## src/rtl/product_cursor_ctrl_pkg.sv

```systemverilog
// rtl/product_cursor_ctrl_pkg.sv - shared grid constants, state codes, button priority and cursor helpers
// Purpose: constants and pure functions shared by the cursor controller, its
//          button conditioning and its bus interface.
// Ports:   none (package).
package product_cursor_ctrl_pkg;

   localparam int GRID_COLS    = 4;
   localparam int GRID_ROWS    = 3;
   localparam int NUM_PRODUCTS = GRID_COLS * GRID_ROWS;

   localparam logic [1:0] ST_IDLE    = 2'd0;
   localparam logic [1:0] ST_BROWSE  = 2'd1;
   localparam logic [1:0] ST_CONFIRM = 2'd2;

   // Index of each button in the press vector; lower index wins.
   localparam int BTN_SELECT = 0;
   localparam int BTN_UP     = 1;
   localparam int BTN_DOWN   = 2;
   localparam int BTN_LEFT   = 3;
   localparam int BTN_RIGHT  = 4;
   localparam int NUM_BTNS   = 5;

   typedef enum logic [2:0] {
      ACT_NONE   = 3'd0,
      ACT_SELECT = 3'd1,
      ACT_UP     = 3'd2,
      ACT_DOWN   = 3'd3,
      ACT_LEFT   = 3'd4,
      ACT_RIGHT  = 3'd5
   } action_t;

   // One action per cycle; simultaneous lower-priority presses are dropped.
   function automatic action_t pick_action(input logic [NUM_BTNS-1:0] press);
      action_t act;
      act = ACT_NONE;
      if (press[BTN_SELECT])     act = ACT_SELECT;
      else if (press[BTN_UP])    act = ACT_UP;
      else if (press[BTN_DOWN])  act = ACT_DOWN;
      else if (press[BTN_LEFT])  act = ACT_LEFT;
      else if (press[BTN_RIGHT]) act = ACT_RIGHT;
      return act;
   endfunction

   // Compare-based decode so an out-of-range index can never select a bit.
   function automatic logic [NUM_PRODUCTS-1:0] cell_onehot(input logic [3:0] idx);
      logic [NUM_PRODUCTS-1:0] oh;
      for (int i = 0; i < NUM_PRODUCTS; i++) begin
         oh[i] = (idx == 4'(i));
      end
      return oh;
   endfunction

   // Row lives in idx[3:2] and column in idx[1:0] because the grid is 4 wide;
   // columns wrap through 2-bit overflow, rows wrap explicitly at 3.
   function automatic logic [3:0] move_cursor(input logic [3:0] cur, input action_t act);
      logic [1:0] row;
      logic [1:0] col;
      row = cur[3:2];
      col = cur[1:0];
      case (act)
         ACT_RIGHT: col = col + 2'd1;
         ACT_LEFT:  col = col - 2'd1;
         ACT_DOWN:  row = (row >= 2'(GRID_ROWS - 1)) ? 2'd0 : row + 2'd1;
         ACT_UP:    row = (row == 2'd0) ? 2'(GRID_ROWS - 1) : row - 2'd1;
         default:   ;
      endcase
      return {row, col};
   endfunction

endpackage

```

## src/rtl/product_cursor_ctrl_if.sv

```systemverilog
// rtl/product_cursor_ctrl_if.sv - button/frame inputs and highlight outputs of the cursor controller
// Purpose: bundles the raw buttons, frame pulse and grid outputs.
// Ports:   master drives BtnUp/BtnDown/BtnLeft/BtnRight/BtnSelect and FrameStart,
//          reads HighlightedProductList, SelectedMask, CursorID, SelectPulse, SelectID;
//          slave is the controller side.
interface product_cursor_ctrl_if;
   import product_cursor_ctrl_pkg::*;

   logic                    BtnUp;
   logic                    BtnDown;
   logic                    BtnLeft;
   logic                    BtnRight;
   logic                    BtnSelect;
   logic                    FrameStart;
   logic [NUM_PRODUCTS-1:0] HighlightedProductList;
   logic [NUM_PRODUCTS-1:0] SelectedMask;
   logic [3:0]              CursorID;
   logic                    SelectPulse;
   logic [3:0]              SelectID;

   modport master (
      output BtnUp, BtnDown, BtnLeft, BtnRight, BtnSelect, FrameStart,
      input  HighlightedProductList, SelectedMask, CursorID, SelectPulse, SelectID
   );

   modport slave (
      input  BtnUp, BtnDown, BtnLeft, BtnRight, BtnSelect, FrameStart,
      output HighlightedProductList, SelectedMask, CursorID, SelectPulse, SelectID
   );
endinterface

```

## src/rtl/product_cursor_ctrl_btn_debounce.sv

```systemverilog
// rtl/product_cursor_ctrl_btn_debounce.sv - synchronizer, debounce counter and press pulse for one button
// Purpose: turns a raw asynchronous button into a one-cycle press on each
//          accepted rising edge of its debounced level; holding gives no repeat.
// Ports:   clk, rst_n (async active-low), raw (async button), press (one-cycle pulse).
module btn_debounce #(
   parameter int DEBOUNCE_CYCLES = 250000
) (
   input  logic clk,
   input  logic rst_n,
   input  logic raw,
   output logic press
);
   localparam int CW = $clog2(DEBOUNCE_CYCLES + 1);

   logic          sync1;
   logic          sync2;
   logic          sync3;
   logic          db_level;
   logic [CW-1:0] cnt;
   logic          stable;

   assign stable = (cnt == CW'(DEBOUNCE_CYCLES));

   // sync3 is the previous synchronized sample; cnt counts cycles since it
   // last changed, so the level is trusted only after a full quiet window.
   always_ff @(posedge clk or negedge rst_n) begin
      if (!rst_n) begin
         sync1    <= 1'b0;
         sync2    <= 1'b0;
         sync3    <= 1'b0;
         cnt      <= '0;
         db_level <= 1'b0;
         press    <= 1'b0;
      end else begin
         sync1 <= raw;
         sync2 <= sync1;
         sync3 <= sync2;
         if (sync2 != sync3) begin
            cnt <= '0;
         end else if (!stable) begin
            cnt <= cnt + CW'(1);
         end
         if (stable) begin
            db_level <= sync3;
         end
         press <= stable & sync3 & ~db_level;
      end
   end
endmodule

```

## src/rtl/product_cursor_ctrl.sv

```systemverilog
// rtl/product_cursor_ctrl.sv - product-grid cursor, selection mask and frame-aligned highlight
// Purpose: debounces five buttons, runs the IDLE/BROWSE/CONFIRM sequencer,
//          moves a wrapping cursor over the 4x3 grid, toggles selections and
//          latches the highlight list only on FrameStart.
// Ports:   clk, rst_n (async active-low), bus (slave modport: buttons,
//          FrameStart in; HighlightedProductList, SelectedMask, CursorID,
//          SelectPulse, SelectID out).
module product_cursor_ctrl
   import product_cursor_ctrl_pkg::*;
#(
   parameter int DEBOUNCE_CYCLES = 250000,
   parameter int BLINK_FRAMES    = 30,
   parameter int CONFIRM_FRAMES  = 20,
   parameter int IDLE_FRAMES     = 1800
) (
   input logic                 clk,
   input logic                 rst_n,
   product_cursor_ctrl_if.slave bus
);
   localparam int BFW = $clog2(BLINK_FRAMES + 1);
   localparam int CFW = $clog2(CONFIRM_FRAMES + 1);
   localparam int IFW = $clog2(IDLE_FRAMES + 1);

   logic [NUM_BTNS-1:0]     raw;
   logic [NUM_BTNS-1:0]     press;
   action_t                 act;

   logic [1:0]              state;
   logic [3:0]              cursor;
   logic [NUM_PRODUCTS-1:0] mask;
   logic [NUM_PRODUCTS-1:0] hl;
   logic [NUM_PRODUCTS-1:0] hl_next;
   logic                    sel_pulse;
   logic [3:0]              sel_id;
   logic                    blink_on;
   logic                    cursor_visible;
   logic [BFW-1:0]          blink_cnt;
   logic [CFW-1:0]          confirm_cnt;
   logic [IFW-1:0]          idle_cnt;

   assign raw[BTN_SELECT] = bus.BtnSelect;
   assign raw[BTN_UP]     = bus.BtnUp;
   assign raw[BTN_DOWN]   = bus.BtnDown;
   assign raw[BTN_LEFT]   = bus.BtnLeft;
   assign raw[BTN_RIGHT]  = bus.BtnRight;

   for (genvar i = 0; i < NUM_BTNS; i++) begin : g_btn
      btn_debounce #(
         .DEBOUNCE_CYCLES(DEBOUNCE_CYCLES)
      ) u_btn (
         .clk  (clk),
         .rst_n(rst_n),
         .raw  (raw[i]),
         .press(press[i])
      );
   end

   assign act = pick_action(press);

   assign cursor_visible = (state == ST_CONFIRM) || ((state == ST_BROWSE) && blink_on);
   assign hl_next        = mask | (cursor_visible ? cell_onehot(cursor) : '0);

   always_ff @(posedge clk or negedge rst_n) begin
      if (!rst_n) begin
         state       <= ST_IDLE;
         cursor      <= 4'd0;
         mask        <= '0;
         hl          <= '0;
         sel_pulse   <= 1'b0;
         sel_id      <= 4'd0;
         blink_on    <= 1'b1;
         blink_cnt   <= '0;
         confirm_cnt <= '0;
         idle_cnt    <= '0;
      end else begin
         sel_pulse <= 1'b0;
         // hl_next is built from pre-update registers, so a move landing on
         // the FrameStart cycle shows up one frame later.
         if (bus.FrameStart) begin
            hl <= hl_next;
         end
         case (state)
            ST_IDLE: begin
               if (act != ACT_NONE) begin
                  state     <= ST_BROWSE;
                  blink_on  <= 1'b1;
                  blink_cnt <= '0;
                  idle_cnt  <= '0;
               end
            end
            ST_BROWSE: begin
               if (act == ACT_SELECT) begin
                  mask        <= mask ^ cell_onehot(cursor);
                  sel_pulse   <= 1'b1;
                  sel_id      <= cursor;
                  state       <= ST_CONFIRM;
                  confirm_cnt <= '0;
                  idle_cnt    <= '0;
               end else if (act != ACT_NONE) begin
                  cursor    <= move_cursor(cursor, act);
                  blink_on  <= 1'b1;
                  blink_cnt <= '0;
                  idle_cnt  <= '0;
               end else if (bus.FrameStart) begin
                  if (blink_cnt == BFW'(BLINK_FRAMES - 1)) begin
                     blink_cnt <= '0;
                     blink_on  <= ~blink_on;
                  end else begin
                     blink_cnt <= blink_cnt + BFW'(1);
                  end
                  if (idle_cnt == IFW'(IDLE_FRAMES - 1)) begin
                     idle_cnt <= '0;
                     state    <= ST_IDLE;
                  end else begin
                     idle_cnt <= idle_cnt + IFW'(1);
                  end
               end
            end
            ST_CONFIRM: begin
               // Presses are ignored here; only frames advance the hold.
               if (bus.FrameStart) begin
                  if (confirm_cnt == CFW'(CONFIRM_FRAMES - 1)) begin
                     confirm_cnt <= '0;
                     state       <= ST_BROWSE;
                     blink_on    <= 1'b1;
                     blink_cnt   <= '0;
                     idle_cnt    <= '0;
                  end else begin
                     confirm_cnt <= confirm_cnt + CFW'(1);
                  end
               end
            end
            default: state <= ST_IDLE;
         endcase
      end
   end

   assign bus.HighlightedProductList = hl;
   assign bus.SelectedMask           = mask;
   assign bus.CursorID               = cursor;
   assign bus.SelectPulse            = sel_pulse;
   assign bus.SelectID               = sel_id;
endmodule

```

## src/flat_wrapper.sv

```systemverilog
// flat-port wrapper written by rule: the top's interface ports become plain ports
module product_cursor_ctrl_flat import product_cursor_ctrl_pkg::*;
#(
   parameter int DEBOUNCE_CYCLES = 250000,
   parameter int BLINK_FRAMES    = 30,
   parameter int CONFIRM_FRAMES  = 20,
   parameter int IDLE_FRAMES     = 1800
)
  (clk, rst_n, bus_BtnUp, bus_BtnDown, bus_BtnLeft, bus_BtnRight, bus_BtnSelect, bus_FrameStart, bus_HighlightedProductList, bus_SelectedMask, bus_CursorID, bus_SelectPulse, bus_SelectID);
  product_cursor_ctrl_if bus_i ();
  input logic clk;
  input logic rst_n;
  input wire logic [$bits(bus_i.BtnUp)-1:0] bus_BtnUp;
  input wire logic [$bits(bus_i.BtnDown)-1:0] bus_BtnDown;
  input wire logic [$bits(bus_i.BtnLeft)-1:0] bus_BtnLeft;
  input wire logic [$bits(bus_i.BtnRight)-1:0] bus_BtnRight;
  input wire logic [$bits(bus_i.BtnSelect)-1:0] bus_BtnSelect;
  input wire logic [$bits(bus_i.FrameStart)-1:0] bus_FrameStart;
  output wire logic [$bits(bus_i.HighlightedProductList)-1:0] bus_HighlightedProductList;
  output wire logic [$bits(bus_i.SelectedMask)-1:0] bus_SelectedMask;
  output wire logic [$bits(bus_i.CursorID)-1:0] bus_CursorID;
  output wire logic [$bits(bus_i.SelectPulse)-1:0] bus_SelectPulse;
  output wire logic [$bits(bus_i.SelectID)-1:0] bus_SelectID;
  assign bus_i.BtnUp = bus_BtnUp;
  assign bus_i.BtnDown = bus_BtnDown;
  assign bus_i.BtnLeft = bus_BtnLeft;
  assign bus_i.BtnRight = bus_BtnRight;
  assign bus_i.BtnSelect = bus_BtnSelect;
  assign bus_i.FrameStart = bus_FrameStart;
  assign bus_HighlightedProductList = bus_i.HighlightedProductList;
  assign bus_SelectedMask = bus_i.SelectedMask;
  assign bus_CursorID = bus_i.CursorID;
  assign bus_SelectPulse = bus_i.SelectPulse;
  assign bus_SelectID = bus_i.SelectID;
  product_cursor_ctrl #(.DEBOUNCE_CYCLES(DEBOUNCE_CYCLES), .BLINK_FRAMES(BLINK_FRAMES), .CONFIRM_FRAMES(CONFIRM_FRAMES), .IDLE_FRAMES(IDLE_FRAMES)) u_core (.clk(clk), .rst_n(rst_n), .bus(bus_i));
endmodule
```

## config.mk

```make
export PLATFORM = sky130hd
export DESIGN_NAME = product_cursor_ctrl_flat
export DESIGN_NICKNAME = d
export VERILOG_FILES = /design/src/rtl/product_cursor_ctrl_pkg.sv /design/src/rtl/product_cursor_ctrl_if.sv /design/src/rtl/product_cursor_ctrl_btn_debounce.sv /design/src/rtl/product_cursor_ctrl.sv /design/src/flat_wrapper.sv
export SDC_FILE = /design/constraint.sdc
export NUM_CORES = 1
export LEC_CHECK = 0
export BUFFER_PORTS_ARGS = -buffer_cell sky130_fd_sc_hd__buf_2
export CAP_MARGIN = 20
export CORE_UTILIZATION = 60
export DETAILED_ROUTE_END_ITERATION = 10
export PLACE_DENSITY = 0.83
export REMOVE_ABC_BUFFERS = 1
export SLEW_MARGIN = 5
export SYNTH_ARGS = -nofsm -noshare
export SYNTH_HDL_FRONTEND = slang
export SYNTH_HIERARCHICAL = 1
export SYNTH_SLANG_ARGS = --single-unit
```

## constraint.sdc

```tcl
create_clock -name clk -period 2.4 [get_ports clk]
set_input_delay 0.6 -clock clk [delete_from_list [all_inputs] [get_ports clk]]
set_output_delay 0.6 -clock clk [all_outputs]
set_load 0.02 [all_outputs]
```

==> results of run 1 <==
placed cells by master (no fill, tap or decap), types with 25 or more instances in the layout:
| master | instances |
|---|---|
| nand2_1 | 54 |
| xnor2_1 | 30 |
| o21ai_0 | 25 |
| nand4_1 | 26 |
| nand3_1 | 53 |
| dfrtp_1 | 171 |
| xor2_1 | 45 |
| nor2_1 | 90 |
| inv_1 | 35 |
| buf_2 | 39 |
| a21oi_1 | 53 |
cell type report:
type | count | area, um^2
flip-flops and latches | 172 | 4310
clock buffers | 21 | 460
repair buffers | 53 | 329
multi-input cells | 625 | 4060
clock inverters | 10 | 139
well taps | 180 | 225
fillers | 1048 | 4280
inverters | 36 | 135
state kept, by name, indices dropped and copies added, names as in the netlist:
name / flops
u_core/bus.SelectedMask: 12
u_core/g_btn.u_btn/press: 5
u_core/g_btn.u_btn/sync2: 5
u_core/g_btn.u_btn/sync3: 5
u_core/bus.SelectID: 4
u_core/blink_cnt: 5
u_core/state: 2
u_core/confirm_cnt: 5
u_core/g_btn.u_btn/db_level: 5
u_core/blink_on: 1
u_core/idle_cnt: 11
u_core/bus.CursorID: 4
u_core/bus.HighlightedProductList: 12
u_core/g_btn.u_btn/sync1: 5
u_core/g_btn.u_btn/cnt: 90
u_core/bus.SelectPulse: 1
cells by family (layout without fill, tap and decap cells):
| group | count (synthesis) | after routing | share of synthesized area |
|---|---|---|---|
| compound gates | 141 | 141 | 0.101 |
| xor+xnor | 75 | 75 | 0.0763 |
| fa+ha+maj | 19 | 19 | 0.0276 |
| buf+inv | 61 | 120 | 0.0281 |
| flops | 172 | 172 | 0.500 |
| mux | 8 | 8 | 0.0103 |
| simple gates | 382 | 382 | 0.256 |
power breakdown:
part	total (uW)	switching [uW]	leakage (uW)	internal (uW)
Sequential	3030	68.5	0.00231	2970
Combinational	339	228	0.00157	110
Clock	2790	1100	0.000294	1690
Total	6160	1390	0.00418	4770
final timing paths:
check                                                end  slack, ns
max                                   u_core/idle_cnt[8]       0.42
min                        u_core/g_btn[4].u_btn/cnt[14]       0.09
max reg2reg                           u_core/idle_cnt[8]       0.42
min reg2reg                  u_core/g_btn[0].u_btn/sync2       0.35
max in group asynchronous   u_core/g_btn[2].u_btn/cnt[8]       1.66
min in group clk             u_core/g_btn[1].u_btn/sync1       0.28
per-layer routing:
metal	routed length, um	up-vias	GRT usage
li1	-	3197	-
met5	0	-	0
met2	8320	144	0.400
met1	7730	3231	0.338
met3	615	11	0.0524
met4	127	0	0.0687
stage by stage:
step	worst slack, ns	hold slack (ns)	utilization	cell area [um^2]
floorplan	0.486	0.304	-	8500
finish	0.419	0.0897	0.693	9650
global route	0.266	0.105	0.693	9650
detailed placement	0.428	0.336	0.650	9050
CTS	0.400	0.0924	0.693	9650
global placement	0.474	0.332	0.650	9050
==> results.py, run 1 <==
metrics = {
    "setup_path": {
        "startpoint_type": "register",
        "reg2reg_depth": 4,
        "crit_arrival_ns": 2.31,
        "required_ns": 2.73,
        "r2r-start": "u_core/state[1]",
        "path_max_fanout": 12,
        "cp.depth": 4,
        "crit_path_end_kind": "register",
        "cp_num_buf_inv": 0,
        "cp_slowest_cell": "or3b_1",
        "cp_top_family": "simple AND/OR/NAND/NOR gates",
        "cpPeakStageDelay_ns": 0.55,
        "crit_chain": "or3b_1, nor4_4, a32oi_1, o22ai_1",
        "worstSetupPathType": "reg2reg",
        "critPathLaunch": "u_core/state[1]",
    },
    "cts": {
        "clk_pin_slew_worst_paths_ns": 0.07,
        "numClockSinks": 172,
        "clock_path_buffers": 2,
        "cts_buffers": 17,
        "hold_buffers": 0,
        "cts_tree": "done",
        "cts_resized": 0,
        "htreeDepth": 4,
        "cts_root_buf": "clkbuf_16",
        "post_cts_buffers": 0,
        "insertion_delay_ns": 0.42,
    },
    "timing": {
        "rsz0062_at_grt": "false",
        "hold_viol": 0,
        "tns_ns": 0,
        "slew_violations": 0,
        "period_needed_ns": 1.98,
        "setup_viol": 0,
        "finalCritPeriodShare": 0.825,
        "finClkSkew_ns": 0.0110,
        "max_slew_margin": 0.502,
        "worstMarginPinSlew_ns": 0.741,
        "max_freq_mhz": 505,
    },
    "global_routing": {
        "grt_first_pass_wirelength_mm": 29.3,
        "grt_max_degree": 50,
        "antenna_found_initial": 0,
        "grt_pass1_vias": 6262,
        "grt_remaining_overflow": 0,
        "grt_usage": 0.248,
    },
    "place": {
        "gp_congestion": 0.829,
        "numPlacedInstances": 1066,
        "portBuffers": 40,
        "hpwl_mm": 11.1,
    },
    "yosys": {
        "async_reset_ff_frac": 1.00,
        "yosysSeqAreaShare": 0.500,
        "synth_ff_type": "dfrtp_1",
        "ys_warn_count": 6,
        "synthCells": 858,
        "synth.avg_cell_area_um2": 10.0,
        "synth-edff-count": 0,
        "synthDistinctLibCells": 69,
        "yosys.area.top_type": "dfrtp_1",
        "synthTopCellsByArea": "dfrtp_1 50%, xor2_1 4.6%, nor2_1 3.9%",
        "synthTopCellsByCount": "171 x dfrtp_1, 90 x nor2_1, 54 x nand2_1, 53 x a21oi_1, 53 x nand3_1",
        "yosysMostFrequentCell": "dfrtp_1",
        "yosysTopAreaCellShare": 0.497,
        "netlist_area_um2": 8610,
        "synth_seq_cells": 172,
    },
    "layout": {
        "layout.nets": 932,
        "diodes": 0,
        "drive_gt1_frac": 0.137,
        "area_growth_pct": 12.2,
        "final-instance-count-excl-fill": 1097,
    },
    "floorplanning": {
        "chipWidth_um": 122,
        "io-pin-count": 41,
        "design.die.area_um2": 14800,
        "coreArea_um2": 13900,
        "initial_core_util": 0.618,
        "die_h_um": 122,
        "num_rows": 43,
    },
    "power_and_ir_drop": {
        "p_leak_uw": 0.00418,
        "power_density_nw_per_um2": 638,
        "peakVddDrop_mv": 0.645,
        "total_power_uw": 6160,
    },
    "run": {
        "cap_violations": 0,
    },
    "drt": {
        "avgRoutedWirePerCell_um": 15.3,
        "postRouteAntennaNets": 0,
        "dr.pass1.iters": 6,
        "drtIter0Drc": 508,
        "via_per_inst": 6.00,
        "drc": 0,
        "drt_wl_total_mm": 16.8,
        "num_vias": 6583,
    },
    "min_path": {
        "hold_class": "in2async",
    },
    "status": {
        "outcome": "complete, no violations",
    },
}
Power figures use the tool's default switching activity.
==> run 2, diff against run 1 <==
==> constraint.sdc (replaced) <==
create_clock -name clk -period 2 [get_ports clk]
set_input_delay 0.5 -clock clk [delete_from_list [all_inputs] [get_ports clk]]
set_output_delay 0.5 -clock clk [all_outputs]
set_load 0.02 [all_outputs]
==> run 2 against run 1 <==
Effect of this change:
- worst hold slack gained 0.084 ns
- maximum frequency grew 5.3%
- largest cell class unchanged
- sequential cell count is the same
==> results.py, run 2 (synthesis results as in run 1) <==
metrics = {
    "cts": {
        "cts_root_buf": "clkbuf_16",
        "htreeDepth": 4,
        "insertion_delay_ns": 0.43,
        "post_cts_buffers": 0,
        "cts_resized": 0,
        "hold_buffers": 1,
        "cts_buffers": 17,
        "clk_pin_slew_worst_paths_ns": 0.07,
        "cts_tree": "done",
        "clock_path_buffers": 2,
        "numClockSinks": 172,
    },
    "drt": {
        "avgRoutedWirePerCell_um": 15.3,
        "top_layer": "met4",
        "dr.pass1.iters": 5,
        "num_vias": 6633,
        "wl_met2_mm": 8.34,
        "via_per_inst": 5.97,
        "postRouteAntennaNets": 0,
        "drt_wl_total_mm": 16.9,
        "met1_length_mm": 7.90,
        "drc": 0,
        "drtIter0Drc": 511,
        "dr_wl_met3_um": 514,
    },
    "timing": {
        "hold_viol": 0,
        "period_needed_ns": 1.88,
        "setup_viol": 0,
        "max_slew_margin": 0.646,
        "tns_ns": 0,
        "max_freq_mhz": 532,
        "slew_violations": 0,
        "rsz0062_at_grt": "false",
        "finalCritPeriodShare": 0.941,
        "worstMarginPinSlew_ns": 0.531,
        "finClkSkew_ns": 0.00765,
    },
    "power_and_ir_drop": {
        "total_power_uw": 7150,
        "p_leak_uw": 0.00422,
        "power_density_nw_per_um2": 735,
        "peakVddDrop_mv": 0.743,
    },
    "place": {
        "portBuffers": 40,
        "gp_congestion": 0.856,
        "hpwl_mm": 11.2,
        "numPlacedInstances": 1078,
    },
    "min_path": {
        "hold_class": "in2reg",
    },
    "global_routing": {
        "grt_remaining_overflow": 0,
        "grt_pass1_vias": 6261,
        "antenna_found_initial": 0,
        "grt_usage": 0.248,
        "grt_max_degree": 50,
        "grt_first_pass_wirelength_mm": 29.1,
    },
    "setup_path": {
        "regToRegSetupSlack_ns": 0.12,
        "worstSetupPathType": "reg2reg",
        "crit_end": "u_core/blink_on",
        "reg2reg_depth": 5,
        "startpoint_type": "register",
        "r2r-end": "u_core/blink_on",
        "path_max_fanout": 6,
        "required_ns": 2.35,
        "critPathLaunch": "u_core/confirm_cnt[0]",
        "crit_path_end_kind": "register",
        "r2r-start": "u_core/confirm_cnt[0]",
        "crit_arrival_ns": 2.23,
    },
    "layout": {
        "drive_gt1_frac": 0.151,
        "final_core_util": 0.698,
        "diodes": 0,
        "layout.nets": 945,
        "final_cell_mix": "171 x dfrtp_1, 90 x nor2_1, 54 x nand2_1",
        "final-instance-count-excl-fill": 1111,
        "largest_reg_flops": 90,
        "top_register": "u_core/g_btn.u_btn/cnt",
        "area_growth_pct": 13.0,
        "final_common_cell": "dfrtp_1",
    },
    "floorplanning": {
        "initial_core_util": 0.618,
        "io-pin-count": 41,
        "design.die.area_um2": 14800,
        "num_rows": 43,
        "chipWidth_um": 122,
        "die_h_um": 122,
        "coreArea_um2": 13900,
    },
    "status": {
        "outcome": "complete, no violations",
    },
    "run": {
        "cap_violations": 0,
    },
}
## run 2: how the worst min path moves through the flow
stage | cells after the start | to | start
after floorplan | 0 | u_core/blink_cnt[0] | rst_n
after CTS | 1 | u_core/g_btn[3].u_btn/sync1 | bus_BtnLeft
after detailed placement | 0 | u_core/g_btn[1].u_btn/sync2 | u_core/g_btn[1].u_btn/sync1
after global placement | 0 | u_core/g_btn[0].u_btn/sync2 | u_core/g_btn[0].u_btn/sync1
final | 1 | u_core/g_btn[1].u_btn/sync1 | bus_BtnUp
after global routing | 1 | u_core/g_btn[0].u_btn/sync1 | bus_BtnSelect
## run 2: power by group
part	internal, uW	total (uW)	switching [uW]
logic	137	409	273
registers	3560	3640	81.5
clock network	1680	3100	1420
total	5380	7150	1770
## run 2: critical path, cell delays in order (launching register included)
cell and delay, ns:
dfrtp_1 0.38, ha_1 0.25, nor4bb_1 0.42, nand3_1 0.17
a22oi_1 0.22, mux2_2 0.37
## run 2: final cells by class
| cell class | instances | area (um^2) |
|---|---|---|
| inverters | 36 | 135 |
| multi-input cells | 625 | 4060 |
| fillers | 1007 | 4210 |
| flip-flops and latches | 172 | 4310 |
| repair buffers | 66 | 442 |
| clock inverters | 13 | 108 |
| clock buffers | 19 | 453 |
| well taps | 180 | 225 |
## run 2: routing by layer
layer / up-vias / global-route usage
met3: 16 / 0.0482
met2: 116 / 0.402
met1: 3277 / 0.331
met4: 0 / 0.0880
met5: - / 0
li1: 3224 / -
## run 2: metrics by stage
| step | hold slack, ns | instance area, um^2 | setup slack (ns) |
|---|---|---|---|
| final | 0.173 | 9730 | 0.119 |
| after detailed placement | 0.336 | 9160 | 0.157 |
| after CTS | 0.157 | 9730 | 0.112 |
| after global routing | 0.153 | 9730 | 0.0276 |
| after global placement | 0.333 | 9160 | 0.213 |
| after floorplan | 0.204 | 8500 | 0.0862 |
==> run 3, diff against run 2 <==
--- a/config.mk
+++ b/config.mk
@@ -5,9 +5,11 @@
 export SDC_FILE = /design/constraint.sdc
 export NUM_CORES = 1
 export LEC_CHECK = 0
+export ABC_AREA = 1
 export BUFFER_PORTS_ARGS = -buffer_cell sky130_fd_sc_hd__buf_2
 export CAP_MARGIN = 20
 export CORE_UTILIZATION = 60
+export CTS_CLUSTER_DIAMETER = 50
 export DETAILED_ROUTE_END_ITERATION = 10
 export PLACE_DENSITY = 0.83
 export REMOVE_ABC_BUFFERS = 1
==> constraint.sdc (replaced) <==
create_clock -name clk -period 2 [get_ports clk]
set_input_delay 0.5 -clock clk [delete_from_list [all_inputs] [get_ports clk]]
set_output_delay 0.5 -clock clk [all_outputs]
set_load 0.005 [all_outputs]
==> run 3 against run 2 <==
Effect of this change:
- clock power up 3%
- register-to-register slack better by 0.27 ns
- largest cell class is now multi-input gates
- core utilization down 0.51 points
- critical endpoint is now u_core/idle_cnt[6]
- final area up 9.5%
- sequential power up 6.9%
==> results.py, run 3 <==
metrics = {
    "status": {
        "outcome": "complete, no violations",
    },
    "global_routing": {
        "grt_first_pass_wirelength_mm": 35.3,
        "grt_usage": 0.270,
        "grt_pass1_vias": 7710,
        "grt_remaining_overflow": 0,
        "antenna_found_initial": 0,
        "grt_max_degree": 51,
    },
    "power_and_ir_drop": {
        "power.switching_uw": 2490,
        "peakVddDrop_mv": 0.696,
        "pwr-share-clk": 0.388,
        "p_sw_frac": 0.303,
        "p_leak_uw": 0.00478,
        "p_seq_frac": 0.473,
        "p_int_uw": 5740,
        "comb_power_share": 0.139,
        "power_density_nw_per_um2": 772,
    },
    "cts": {
        "cts_root_buf": "clkbuf_16",
        "cts_resized": 0,
        "hold_buffers": 1,
        "cts_tree": "done",
        "insertion_delay_ns": 0.43,
        "post_cts_buffers": 0,
        "clk_pin_slew_worst_paths_ns": 0.07,
        "clock_path_buffers": 2,
        "cts_buffers": 17,
        "htreeDepth": 4,
        "numClockSinks": 172,
    },
    "setup_path": {
        "r2r-start": "u_core/idle_cnt[0]",
        "critPathLaunch": "u_core/idle_cnt[0]",
        "worstSetupPathType": "reg2reg",
        "r2r-end": "u_core/idle_cnt[6]",
        "required_ns": 2.34,
        "reg2reg_depth": 8,
        "path_max_fanout": 8,
        "crit_end": "u_core/idle_cnt[6]",
        "startpoint_type": "register",
        "crit_arrival_ns": 1.96,
        "regToRegSetupSlack_ns": 0.38,
        "crit_path_end_kind": "register",
    },
    "timing": {
        "worstMarginPinSlew_ns": 0.476,
        "setup_viol": 0,
        "hold_viol": 0,
        "max_freq_mhz": 619,
        "tns_ns": 0,
        "finClkSkew_ns": 0.0119,
        "max_slew_margin": 0.682,
        "slew_violations": 0,
        "setup_slack_ns": 0.384,
        "period_needed_ns": 1.62,
        "rsz0062_at_grt": "false",
        "finalCritPeriodShare": 0.808,
    },
    "min_path": {
        "min-delay-start": "bus_BtnLeft",
        "hold_class": "in2reg",
    },
    "yosys": {
        "synthTopCellsByCount": "254 x nand2_1, 200 x nor2_1, 171 x dfrtp_1, 154 x inv_1, 97 x nand3_1",
        "yosysTopAreaCellShare": 0.448,
        "synth_ff_type": "dfrtp_1",
        "async_reset_ff_frac": 1.00,
        "synth_seq_cells": 172,
        "synthTopCellsByArea": "dfrtp_1 45%, nand2_1 10%, nor2_1 7.9%",
        "synth_top_family_by_area": "simple AND/OR/NAND/NOR gates",
        "synth-simple-area-share": 0.354,
        "synth.avg_cell_area_um2": 7.63,
        "synthDistinctLibCells": 41,
        "synth-compound-area-share": 0.0732,
        "yosysSeqAreaShare": 0.451,
        "synth_mux_area_frac": 0,
        "yosys.area.top_type": "dfrtp_1",
        "ys_warn_count": 6,
        "yosysMostFrequentCell": "nand2_1",
        "synthAdderAreaFrac": 0.0249,
        "netlist_area_um2": 9550,
        "synth-edff-count": 0,
        "synthCells": 1252,
        "synth_xor_area_frac": 0.0238,
    },
    "floorplanning": {
        "num_rows": 45,
        "coreArea_um2": 15400,
        "initial_core_util": 0.621,
        "design.die.area_um2": 16400,
        "chipWidth_um": 128,
        "die_h_um": 128,
        "io-pin-count": 41,
    },
    "drt": {
        "drc": 0,
        "avgRoutedWirePerCell_um": 13.3,
        "drt_wl_total_mm": 20.4,
        "via_per_inst": 5.41,
        "dr.pass1.iters": 5,
        "drtIter0Drc": 506,
        "num_vias": 8300,
        "postRouteAntennaNets": 0,
    },
    "layout": {
        "multi_input_area_um2": 4540,
        "final_common_cell": "nand2_1",
        "largest_reg_flops": 90,
        "drive_gt1_frac": 0.131,
        "diodes": 0,
        "final_cell_mix": "254 x nand2_1, 200 x nor2_1, 171 x dfrtp_1",
        "fillers": 1224,
        "top_register": "u_core/g_btn.u_btn/cnt",
        "area_growth_pct": 11.6,
        "layout.nets": 1337,
        "register_area_um2": 4310,
    },
    "place": {
        "portBuffers": 40,
        "hpwl_mm": 15.0,
        "post-place-ws_ns": 0.373,
        "gp_congestion": 0.923,
    },
    "run": {
        "cap_violations": 0,
    },
}
-- run 3: cell types whose count changed after synthesis, moves of 14 or more --
cell,delta
and4_1,-14
clkbuf_1,-16
inv_1,+119
nand2_1,+200
nand2_2,+26
nand3_1,+44
nand4_1,+15
nor2_1,+110
nor2_2,+24
nor3_1,+30
nor4_1,-20
o21ai_0,+43
o31ai_1,-16
xor2_1,-37
-- run 3: critical path: stages (launching register included) --
cell and delay, ns:
dfrtp_1 0.48, ha_1 0.22, nand2_1 0.11, inv_1 0.09
nand2_1 0.07, nor2_1 0.18, xor2_1 0.16, nand3_1 0.07
o21ai_0 0.14
-- run 3: final cells by class --
type | instances | area share
clock buffer | 17 | 0.0399
clock inverter | 15 | 0.0144
inverter | 166 | 0.0585
multi-input combinational | 901 | 0.427
sequential | 172 | 0.404
tap | 211 | 0.0248
timing repair buffer | 52 | 0.0316
-- run 3: per-layer routing --
layer  vias up  global-route usage  wire length (um)
met3        28              0.0547              1060
li1       4155                   -                 -
met5         -                   0                 0
met2       206               0.441              9610
met1      3911               0.361              9340
met4         0              0.0907               342
-- run 3: worst min path at each step --
| stage | to | slack (ns) | cells past startpoint |
|---|---|---|---|
| after floorplan | u_core/blink_cnt[0] | 0.20 | 0 |
| after global placement | u_core/g_btn[4].u_btn/sync2 | 0.33 | 0 |
| after detailed placement | u_core/g_btn[2].u_btn/sync2 | 0.34 | 0 |
| after CTS | u_core/g_btn[1].u_btn/sync1 | 0.16 | 1 |
| after global routing | u_core/g_btn[3].u_btn/sync1 | 0.15 | 1 |
| final | u_core/g_btn[3].u_btn/sync1 | 0.17 | 1 |
-- run 3: logic make-up after synthesis --
kind of cell	after synthesis
simple gates	725
compound gates	131
flops	172
buf+inv	179
xor+xnor	26
fa+ha+maj	19
-- run 3: metrics by stage --
| stage | hold slack (ns) | instance area [um^2] | power (uW) | cells | utilization |
|---|---|---|---|---|---|
| final | 0.173 | 10700 | 8230 | 1534 | 0.693 |
| after global routing | 0.152 | 10700 | 8650 | 1534 | 0.693 |
| after CTS | 0.160 | 10700 | 8310 | 1534 | 0.693 |
| after detailed placement | 0.339 | 10100 | 5100 | 1501 | 0.655 |
| after global placement | 0.334 | 10100 | 5060 | 1501 | 0.655 |
| after floorplan | 0.204 | 9470 | 4720 | 1239 | - |
-- run 3: power groups by stage --
stage               Clock [uW]  Combinational [uW]  Sequential, uW
floorplan                    0                 813            3900
global placement             0                1120            3940
detailed placement           0                1140            3950
CTS                       3270                1150            3890
global route              3410                1320            3920
finish                    3190                1150            3890
